===== src/rtl/des_comma_align.sv =====
// des_comma_align: 10b deserializer that finds 8b/10b comma boundaries, locks to them
// and presents aligned symbols with valid/comma flags and a symbol-group index.
module des_comma_align #(
  parameter int ACQ_CNT  = 3,
  parameter int LOSS_CNT = 4
) (
  input  logic       bitclk,
  input  logic       rst_n,
  input  logic       sin,
  output logic [9:0] word_out,
  output logic       word_valid,
  output logic       word_comma,
  output logic [2:0] sym_idx,
  output logic       locked,
  output logic       align_err
);
  typedef enum logic [1:0] {HUNT, VERIFY, LOCKED} state_t;
  localparam logic [3:0] ACQ  = 4'(ACQ_CNT);
  localparam logic [3:0] LOSS = 4'(LOSS_CNT);
  state_t     state;
  logic [9:0] sr;
  logic [3:0] ph, good_cnt, bad_cnt;
  logic       comma_hit, bnd;
  // abcdeif = 0011111 / 1100000 with bit a oldest in sr[0]
  assign comma_hit = sr[6:0] == 7'b1111100 || sr[6:0] == 7'b0000011;
  assign bnd = ph == 4'd9;
  always_ff @(posedge bitclk or negedge rst_n)
    if (!rst_n) begin
      state      <= HUNT;
      sr         <= '0;
      ph         <= '0;
      good_cnt   <= '0;
      bad_cnt    <= '0;
      word_out   <= '0;
      word_valid <= 1'b0;
      word_comma <= 1'b0;
      sym_idx    <= '0;
      locked     <= 1'b0;
      align_err  <= 1'b0;
    end else begin
      sr         <= {sin, sr[9:1]};
      ph         <= bnd ? 4'd0 : ph + 4'd1;
      word_valid <= state == LOCKED && bnd;
      align_err  <= state == LOCKED && comma_hit && !bnd;
      if (state == LOCKED && bnd) begin
        word_out   <= sr;
        word_comma <= comma_hit;
        sym_idx    <= comma_hit ? 3'd0 : sym_idx + 3'd1;
      end
      case (state)
        HUNT:
          if (comma_hit) begin
            ph       <= 4'd0;
            good_cnt <= 4'd1;
            bad_cnt  <= 4'd0;
            state    <= (ACQ == 4'd1) ? LOCKED : VERIFY;
            locked   <= ACQ == 4'd1;
          end
        VERIFY:
          if (comma_hit && bnd) begin
            good_cnt <= good_cnt + 4'd1;
            if (good_cnt + 4'd1 == ACQ) begin
              state   <= LOCKED;
              locked  <= 1'b1;
              bad_cnt <= 4'd0;
            end
          end else if (comma_hit) begin
            ph       <= 4'd0;
            good_cnt <= 4'd1;
          end
        LOCKED:
          if (comma_hit && bnd)
            bad_cnt <= 4'd0;
          else if (comma_hit) begin
            bad_cnt <= bad_cnt + 4'd1;
            // lock is only dropped, never slipped; HUNT does the realignment
            if (bad_cnt + 4'd1 == LOSS) begin
              state    <= HUNT;
              locked   <= 1'b0;
              good_cnt <= 4'd0;
              bad_cnt  <= 4'd0;
              sym_idx  <= 3'd0;
            end
          end
        default: state <= HUNT;
      endcase
    end
endmodule

===== config.mk =====
export PLATFORM = sky130hd
export DESIGN_NAME = des_comma_align
export DESIGN_NICKNAME = d
export VERILOG_FILES = /design/src/rtl/des_comma_align.sv
export SDC_FILE = /design/constraint.sdc
export NUM_CORES = 1
export LEC_CHECK = 0
export ABC_AREA = 1
export BUFFER_PORTS_ARGS = -buffer_cell sky130_fd_sc_hd__buf_2
export CAP_MARGIN = 40
export CORE_ASPECT_RATIO = 1.75
export CORE_MARGIN = 2
export CORE_UTILIZATION = 52
export DETAILED_ROUTE_END_ITERATION = 10
export PLACE_DENSITY = 0.72
export REMOVE_ABC_BUFFERS = 1
export SKIP_CTS_REPAIR_TIMING = 1
export SYNTH_ARGS = -nofsm -noshare
export SYNTH_HDL_FRONTEND = slang
export SYNTH_SLANG_ARGS = --single-unit
export TNS_END_PERCENT = 10

===== constraint.sdc =====
create_clock -name bitclk -period 1.4 [get_ports bitclk]
set_input_delay 0.07 -clock bitclk [delete_from_list [all_inputs] [get_ports bitclk]]
set_output_delay 0.07 -clock bitclk [all_outputs]
set_load 0.02 [all_outputs]

Word-level counts from Yosys, hierarchy flattened
Index checks and enable logic that the tools add are counted.
{"block": "word_totals", "ff_bits": 41, "inputBits": 3, "output_inout_bits": 17, "elab_cells": 78}
{"block": "op_classes", "addsub": 4, "eq_ne": 14, "n_mux": 37, "reduce_logical": 12}
{"operator": "two-way mux 4 bit", "n": 14}
{"operator": "case mux 4 bit (3 select lines)", "n": 2}
{"operator": "two-way mux 3 bit", "n": 6}
{"operator": "adder 4 x 1 -> 4 bit (second input constant)", "n": 3}
{"operator": "two-way mux 2 bit", "n": 6}
{"operator": "inequality test 2 bit (second input constant)", "n": 5}
{"operator": "case mux 4 bit (2 select lines)", "n": 1}
{"operator": "== test 7 x 2 -> 1 bit (second input constant)", "n": 1}
{"operator": "== test 7 bit (second input constant)", "n": 1}
{"operator": "AND reduction 7 bit", "n": 1}
{"operator": "two-way mux 1 bit", "n": 6}
{"operator": "case mux 2 bit (3 select lines)", "n": 1}
{"operator": "AND reduction 6 bit", "n": 1}
{"operator": "AND reduction 5 bit", "n": 1}
{"operator": "== test 4 x 2 -> 1 bit (second input constant)", "n": 1}
{"operator": "== test 4 x 3 -> 1 bit (second input constant)", "n": 1}
{"operator": "== test 4 bit (second input constant)", "n": 1}
{"operator": "logical AND 1 bit", "n": 4}
{"operator": "AND reduction 4 bit", "n": 1}
{"operator": "adder 3 x 1 -> 3 bit (second input constant)", "n": 1}
{"operator": "inequality test 3 x 2 -> 1 bit (second input constant)", "n": 1}
{"operator": "case mux 1 bit (3 select lines)", "n": 1}
{"operator": "nonzero test 3 bit", "n": 1}
{"operator": "== test 2 x 1 -> 1 bit (second input constant)", "n": 1}
{"operator": "other kinds (5)", "n": 5}

Depth between registers and ports, before layout
{"block": "depth", "word_depth": 8, "ltp_mapped": 12, "mapped_depth_nobuf": 12}

Worst setup path after synthesis
No wires, ideal clock.
{"block": "synth_path", "kind": "flip-flop to flip-flop", "from": "register ph[1]", "to": "register word_out[0]", "t_arrival_ns": 1.346, "path_slack_ns": -0.063, "path_stages_with_launch": 11, "path_cell_list": "dfrtp_1 > inv_1 > ha_1 > nand2_1 > nor2_4 > inv_2 > nor2_4 > inv_1 > buf_6 > nand2_1 > nand2_1"}
{"block": "synth_via", "elab_chain_len": 2}
{"element": "start, declared", "line_no": "22", "text": "logic [3:0] ph, good_cnt, bad_cnt;"}
{"element": "start signal, assigned", "line_no": "42", "text": "ph <= bnd ? 4'd0 : ph + 4'd1;"}
{"element": "== test 4 bit", "line_no": "26", "text": "assign bnd = ph == 4'd9;"}
{"element": "logical AND 1 bit", "line_no": "45", "text": "if (state == LOCKED && bnd) begin"}
{"element": "end signal, assigned", "line_no": "46", "text": "word_out <= sr;"}
{"element": "end, declared", "line_no": "10", "text": "output logic [9:0] word_out,"}
No other way between the ends.
A chain may end at the register's enable or synchronous reset.

Final worst setup path
{"block": "layout_path", "from": "register ph[1]", "to": "register sym_idx[2]"}
{"block": "layout_via", "elab_chain_len": 7}
{"element": "== test 4 bit (*)", "line_no": "26"}
{"element": "logical AND 1 bit", "line_no": "45"}
{"element": "two-way mux 3 bit", "line_no": "45"}
{"element": "two-way mux 3 bit", "line_no": "77", "text": "if (bad_cnt + 4'd1 == LOSS) begin"}
{"element": "two-way mux 3 bit", "line_no": "74", "text": "else if (comma_hit) begin"}
{"element": "two-way mux 3 bit", "line_no": "72", "text": "if (comma_hit && bnd)"}
{"element": "two-way mux 3 bit (*)", "line_no": "50", "text": "case (state)"}
{"element": "end signal, assigned", "line_no": "48", "text": "sym_idx <= comma_hit ? 3'd0 : sym_idx + 3'd1;"}
{"element": "end, declared", "line_no": "13", "text": "output logic [2:0] sym_idx,"}
Every way passes the cells marked *; elsewhere a longest branch is shown, timed or not.

==> impl_results.html <==
<table>
<tr><th>Metric</th><th>Value</th></tr>
<tr><th colspan="2">Final layout</th></tr>
<tr><td>Most common library cell in the layout ignoring fill and taps</td><td>sky130_fd_sc_hd__nand2_1</td></tr>
<tr><td>Most frequent cells in the layout</td><td>73 x sky130_fd_sc_hd__nand2_1, 42 x sky130_fd_sc_hd__buf_4, 41 x sky130_fd_sc_hd__dfrtp_1, 22 x sky130_fd_sc_hd__inv_1, 19 x sky130_fd_sc_hd__buf_2</td></tr>
<tr><td>ANT cells</td><td>0</td></tr>
<tr><td>Area growth syn-to-layout</td><td>31.0%</td></tr>
<tr><td>Area occupied by multi-input gates</td><td>approximately 920 µm²</td></tr>
<tr><td>Fillers</td><td>315</td></tr>
<tr><td>Storage cell area</td><td>0.00103 mm²</td></tr>
<tr><td>Fraction of final layout cells sized beyond drive strength 1</td><td>35.0%</td></tr>
<tr><td>Number of nets in the finished design</td><td>319</td></tr>
<tr><th colspan="2">STA</th></tr>
<tr><td>Minimum setup slack in the final design</td><td>-198 ps</td></tr>
<tr><td>FMAX</td><td>0.626 GHz</td></tr>
<tr><td>Final hold violations</td><td>0</td></tr>
<tr><td>Final total negative setup slack</td><td>-3840 ps</td></tr>
<tr><td>Number of pins exceeding their max-slew limit in the final report</td><td>0</td></tr>
<tr><td>Final-layout worst hold slack</td><td>167 ps</td></tr>
<tr><td>Final min period</td><td>around 1600 ps</td></tr>
<tr><td>Setup violators final</td><td>26</td></tr>
<tr><td>RSZ-0062 raised after global routing</td><td>yes</td></tr>
<tr><td>Slew at the pin closest to its max-slew limit</td><td>267 ps</td></tr>
<tr><td>Fraction of the cycle the final worst path needs</td><td>114%</td></tr>
<tr><td>Worst-case clock skew</td><td>between 7 and 8 ps</td></tr>
<tr><td>Remaining max-slew budget at the tightest pin</td><td>slightly above 80%</td></tr>
<tr><th colspan="2">Global route</th></tr>
<tr><td>Vias in the first global route</td><td>1727</td></tr>
<tr><td>Global-route wire length before repair</td><td>7160 µm</td></tr>
<tr><td>Total congestion overflow after global routing</td><td>0</td></tr>
<tr><td>Maximum number of pins on one net before global-route repair</td><td>22</td></tr>
<tr><td>Initial antenna violation count</td><td>0</td></tr>
<tr><td>GRT Util Overall</td><td>21.4%</td></tr>
<tr><th colspan="2">Drt</th></tr>
<tr><td>Number of vias in the routed layout</td><td>1762</td></tr>
<tr><td>Wire per inst</td><td>12.6 µm</td></tr>
<tr><td>Number of violations reported at the end of detailed-routing iteration 0</td><td>37</td></tr>
<tr><td>Antenna-violating nets left</td><td>0</td></tr>
<tr><td>Post-route DRC</td><td>0</td></tr>
<tr><td>Total Routed Length</td><td>4470 µm</td></tr>
<tr><td>Number of iterations in the first detailed-routing pass</td><td>4</td></tr>
<tr><td>Via density</td><td>4.98</td></tr>
<tr><th colspan="2">Floorplan</th></tr>
<tr><td>Starting density of the core</td><td>~53%</td></tr>
<tr><td>Cell row count</td><td>30</td></tr>
<tr><td>Area of the placeable core</td><td>0.00379 mm²</td></tr>
<tr><td>Die width</td><td>just over 50 µm</td></tr>
<tr><td>Number of top-level design ports</td><td>20</td></tr>
<tr><td>Die Area</td><td>0.00443 mm²</td></tr>
<tr><td>Vertical die dimension</td><td>86.6 µm</td></tr>
<tr><th colspan="2">Critical path</th></tr>
<tr><td>Crit-path slowest cell</td><td>sky130_fd_sc_hd__dfrtp_1</td></tr>
<tr><td>Depth of the worst register-to-register path</td><td>10</td></tr>
<tr><td>Kind of cell with the highest combined delay on the critical path</td><td>simple AND/OR/NAND/NOR gates</td></tr>
<tr><td>Reg-to-reg setup timing slack</td><td>-200 ps</td></tr>
<tr><td>Terminus of the critical flop-to-flop path</td><td>sym_idx[2]</td></tr>
<tr><td>Startpoint class of the critical path</td><td>flip-flop</td></tr>
<tr><td>Kind of critical path</td><td>reg2reg</td></tr>
<tr><td>Data arrival time of the critical path</td><td>around 1800 ps</td></tr>
<tr><td>Worst EP required</td><td>~1600 ps</td></tr>
<tr><td>Critical path fanouts, max</td><td>6</td></tr>
<tr><td>Cell mode on critical path</td><td>sky130_fd_sc_hd__nor2_4</td></tr>
<tr><td>Number of buffers and inverters on the critical path</td><td>3</td></tr>
<tr><td>Delay of the slowest cell on the worst path</td><td>about 400 ps</td></tr>
<tr><td>Startpoint of the most critical register-to-register path</td><td>ph[1]</td></tr>
<tr><td>Critical Path End Type</td><td>flip-flop</td></tr>
<tr><td>CP cell instances</td><td>inv_1, ha_1, nand2_2, nor2_4, inv_2, nor2_4, buf_4, nand2_1, xor2_1, nor2_1</td></tr>
<tr><th colspan="2">Power</th></tr>
<tr><td>Power per standard cell area</td><td>1630 mW/mm²</td></tr>
<tr><td>Worst vdd rail ir drop</td><td>about 0.0012 V</td></tr>
<tr><td>Total leakage power</td><td>1.43 nW</td></tr>
<tr><td>Power consumption</td><td>4.34 mW</td></tr>
<tr><th colspan="2">Placed design</th></tr>
<tr><td>Last weighted congestion value of the routability-driven placer</td><td>just over 0.8</td></tr>
<tr><td>Quantity of I/O buffers inserted on ports</td><td>19</td></tr>
<tr><td>Detail Placement HPWL</td><td>between 3000 and 4000 µm</td></tr>
<tr><th colspan="2">Clocking</th></tr>
<tr><td>Clock-pin slew reported for the worst setup and hold paths after clock tree synthesis</td><td>80 ps</td></tr>
<tr><td>Number of clock buffers inserted by TritonCTS</td><td>5</td></tr>
<tr><td>Clock root buffer</td><td>sky130_fd_sc_hd__clkbuf_8</td></tr>
<tr><td>H-Tree Level Count</td><td>2</td></tr>
<tr><td>Longest Clk Path Bufs</td><td>2</td></tr>
<tr><td>Sinks on Clock Net</td><td>41</td></tr>
<tr><td>Clk_lat worst skew</td><td>around 300 ps</td></tr>
<tr><td>CTS tree</td><td>yes</td></tr>
<tr><th colspan="2">Min path</th></tr>
<tr><td>Worst Hold Class</td><td>in2async</td></tr>
<tr><th colspan="2">Synth</th></tr>
<tr><td>Synthesized area</td><td>0.00203 mm²</td></tr>
<tr><td>Number of cells produced by synthesis</td><td>236</td></tr>
<tr><td>Warnings from Yosys</td><td>0</td></tr>
<tr><td>Average cell area after synthesis</td><td>8.58 µm²</td></tr>
<tr><td>Flops &amp; latches, synth</td><td>41</td></tr>
<tr><td>Distinct cell type count after synthesis</td><td>22</td></tr>
<tr><td>Share of the yosys chip area belonging to registers</td><td>between 50% and 60%</td></tr>
<tr><th colspan="2">Run status</th></tr>
<tr><td>Violated checks</td><td>negative setup slack</td></tr>
<tr><td>Outcome</td><td>finished with violations</td></tr>
<tr><th colspan="2">Flow run</th></tr>
<tr><td>Max Cap Violations</td><td>0</td></tr>
</table>
## layer usage
layer / vias up / global-route usage [%] / share of wire, % / routed length (µm)
li1: 889 / - / - / -
met4: 0 / 9.83 / 3.1 / 139
met3: 12 / 3.79 / 3.1 / 138
met2: 32 / 41.2 / 56 / 2530
met1: 829 / 21.3 / 37 / 1670
met5: - / 0 / 0 / 0
## logic make-up (layout without fill, tap and decap cells)
logic type / count (synthesis) / in the layout / share of synthesized area, %
simple gates: 131 / 131 / 29.3
flops: 41 / 41 / 50.6
buf+inv: 32 / 102 / 6.67
compound gates: 19 / 19 / 5.68
fa+ha+maj: 11 / 11 / 6.79
xor+xnor: 2 / 2 / 0.865
## power by group
part	switching, mW	leakage [nW]	internal (mW)	total, mW
clock	0.421	0.0439	0.344	0.765
sequential	0.162	0.529	1.44	1.60
combinational	1.15	0.858	0.827	1.97
## worst max path at each step
stage / start / to / slack (ps) / depth (start not counted)
floorplan: ph[1] / sym_idx[0] / -270 / 9
global placement: bad_cnt[1] / good_cnt[1] / -170 / 11
detailed placement: bad_cnt[1] / good_cnt[3] / -230 / 11
CTS: bad_cnt[1] / good_cnt[3] / -240 / 11
global route: sr[2] / bad_cnt[0] / -310 / 11
finish: ph[1] / sym_idx[2] / -200 / 10
## metrics by stage
stage	setup WS, ps	instance area (µm²)	utilization [%]	cells
floorplan	-273	2000	-	234
global placement	-172	2470	65.2	341
detailed placement	-226	2470	65.2	341
CTS	-242	2560	67.5	349
global route	-313	2650	70.0	354
finish	-198	2650	70.0	354
## cell usage after synthesis
master	number	area share, %
sky130_fd_sc_hd__xor2_1	2	0.86
sky130_fd_sc_hd__nand3_1	16	4.0
sky130_fd_sc_hd__nor4_1	1	0.31
sky130_fd_sc_hd__inv_2	2	0.37
sky130_fd_sc_hd__o21a_1	1	0.37
sky130_fd_sc_hd__nor2_1	14	2.6
sky130_fd_sc_hd__buf_6	2	1.1
sky130_fd_sc_hd__ha_1	11	6.8
sky130_fd_sc_hd__nand4_1	6	1.9
sky130_fd_sc_hd__o21ai_2	3	1.3
sky130_fd_sc_hd__nor3_1	5	1.2
sky130_fd_sc_hd__nand2_2	3	0.93
sky130_fd_sc_hd__a21oi_1	1	0.25
sky130_fd_sc_hd__nand2_4	2	1.1
sky130_fd_sc_hd__nand3_2	1	0.49
sky130_fd_sc_hd__inv_1	28	5.2
sky130_fd_sc_hd__o22ai_1	2	0.62
sky130_fd_sc_hd__nand2_1	79	15
sky130_fd_sc_hd__dfrtp_1	41	51
sky130_fd_sc_hd__nor2_4	4	2.2
sky130_fd_sc_hd__o2111ai_1	1	0.43
sky130_fd_sc_hd__o21ai_0	11	2.7
## state kept, by name, summed over array words and instances (netlist names)
| name | flops |
|---|---|
| state | 2 |
| good_cnt | 4 |
| sym_idx | 3 |
| ph | 4 |
| align_err | 1 |
| sr | 10 |
| locked | 1 |
| word_valid | 1 |
| word_out | 10 |
| word_comma | 1 |
| bad_cnt | 4 |
## cell type report
type	instances	share of cell area, %
flip-flops and latches	41	38.7
multi-input cells	163	34.5
repair buffers	64	17.0
inverters	30	4.34
clock buffers	5	2.59
well taps	48	2.26
clock inverters	3	0.660
Power figures use the tool's default switching activity.
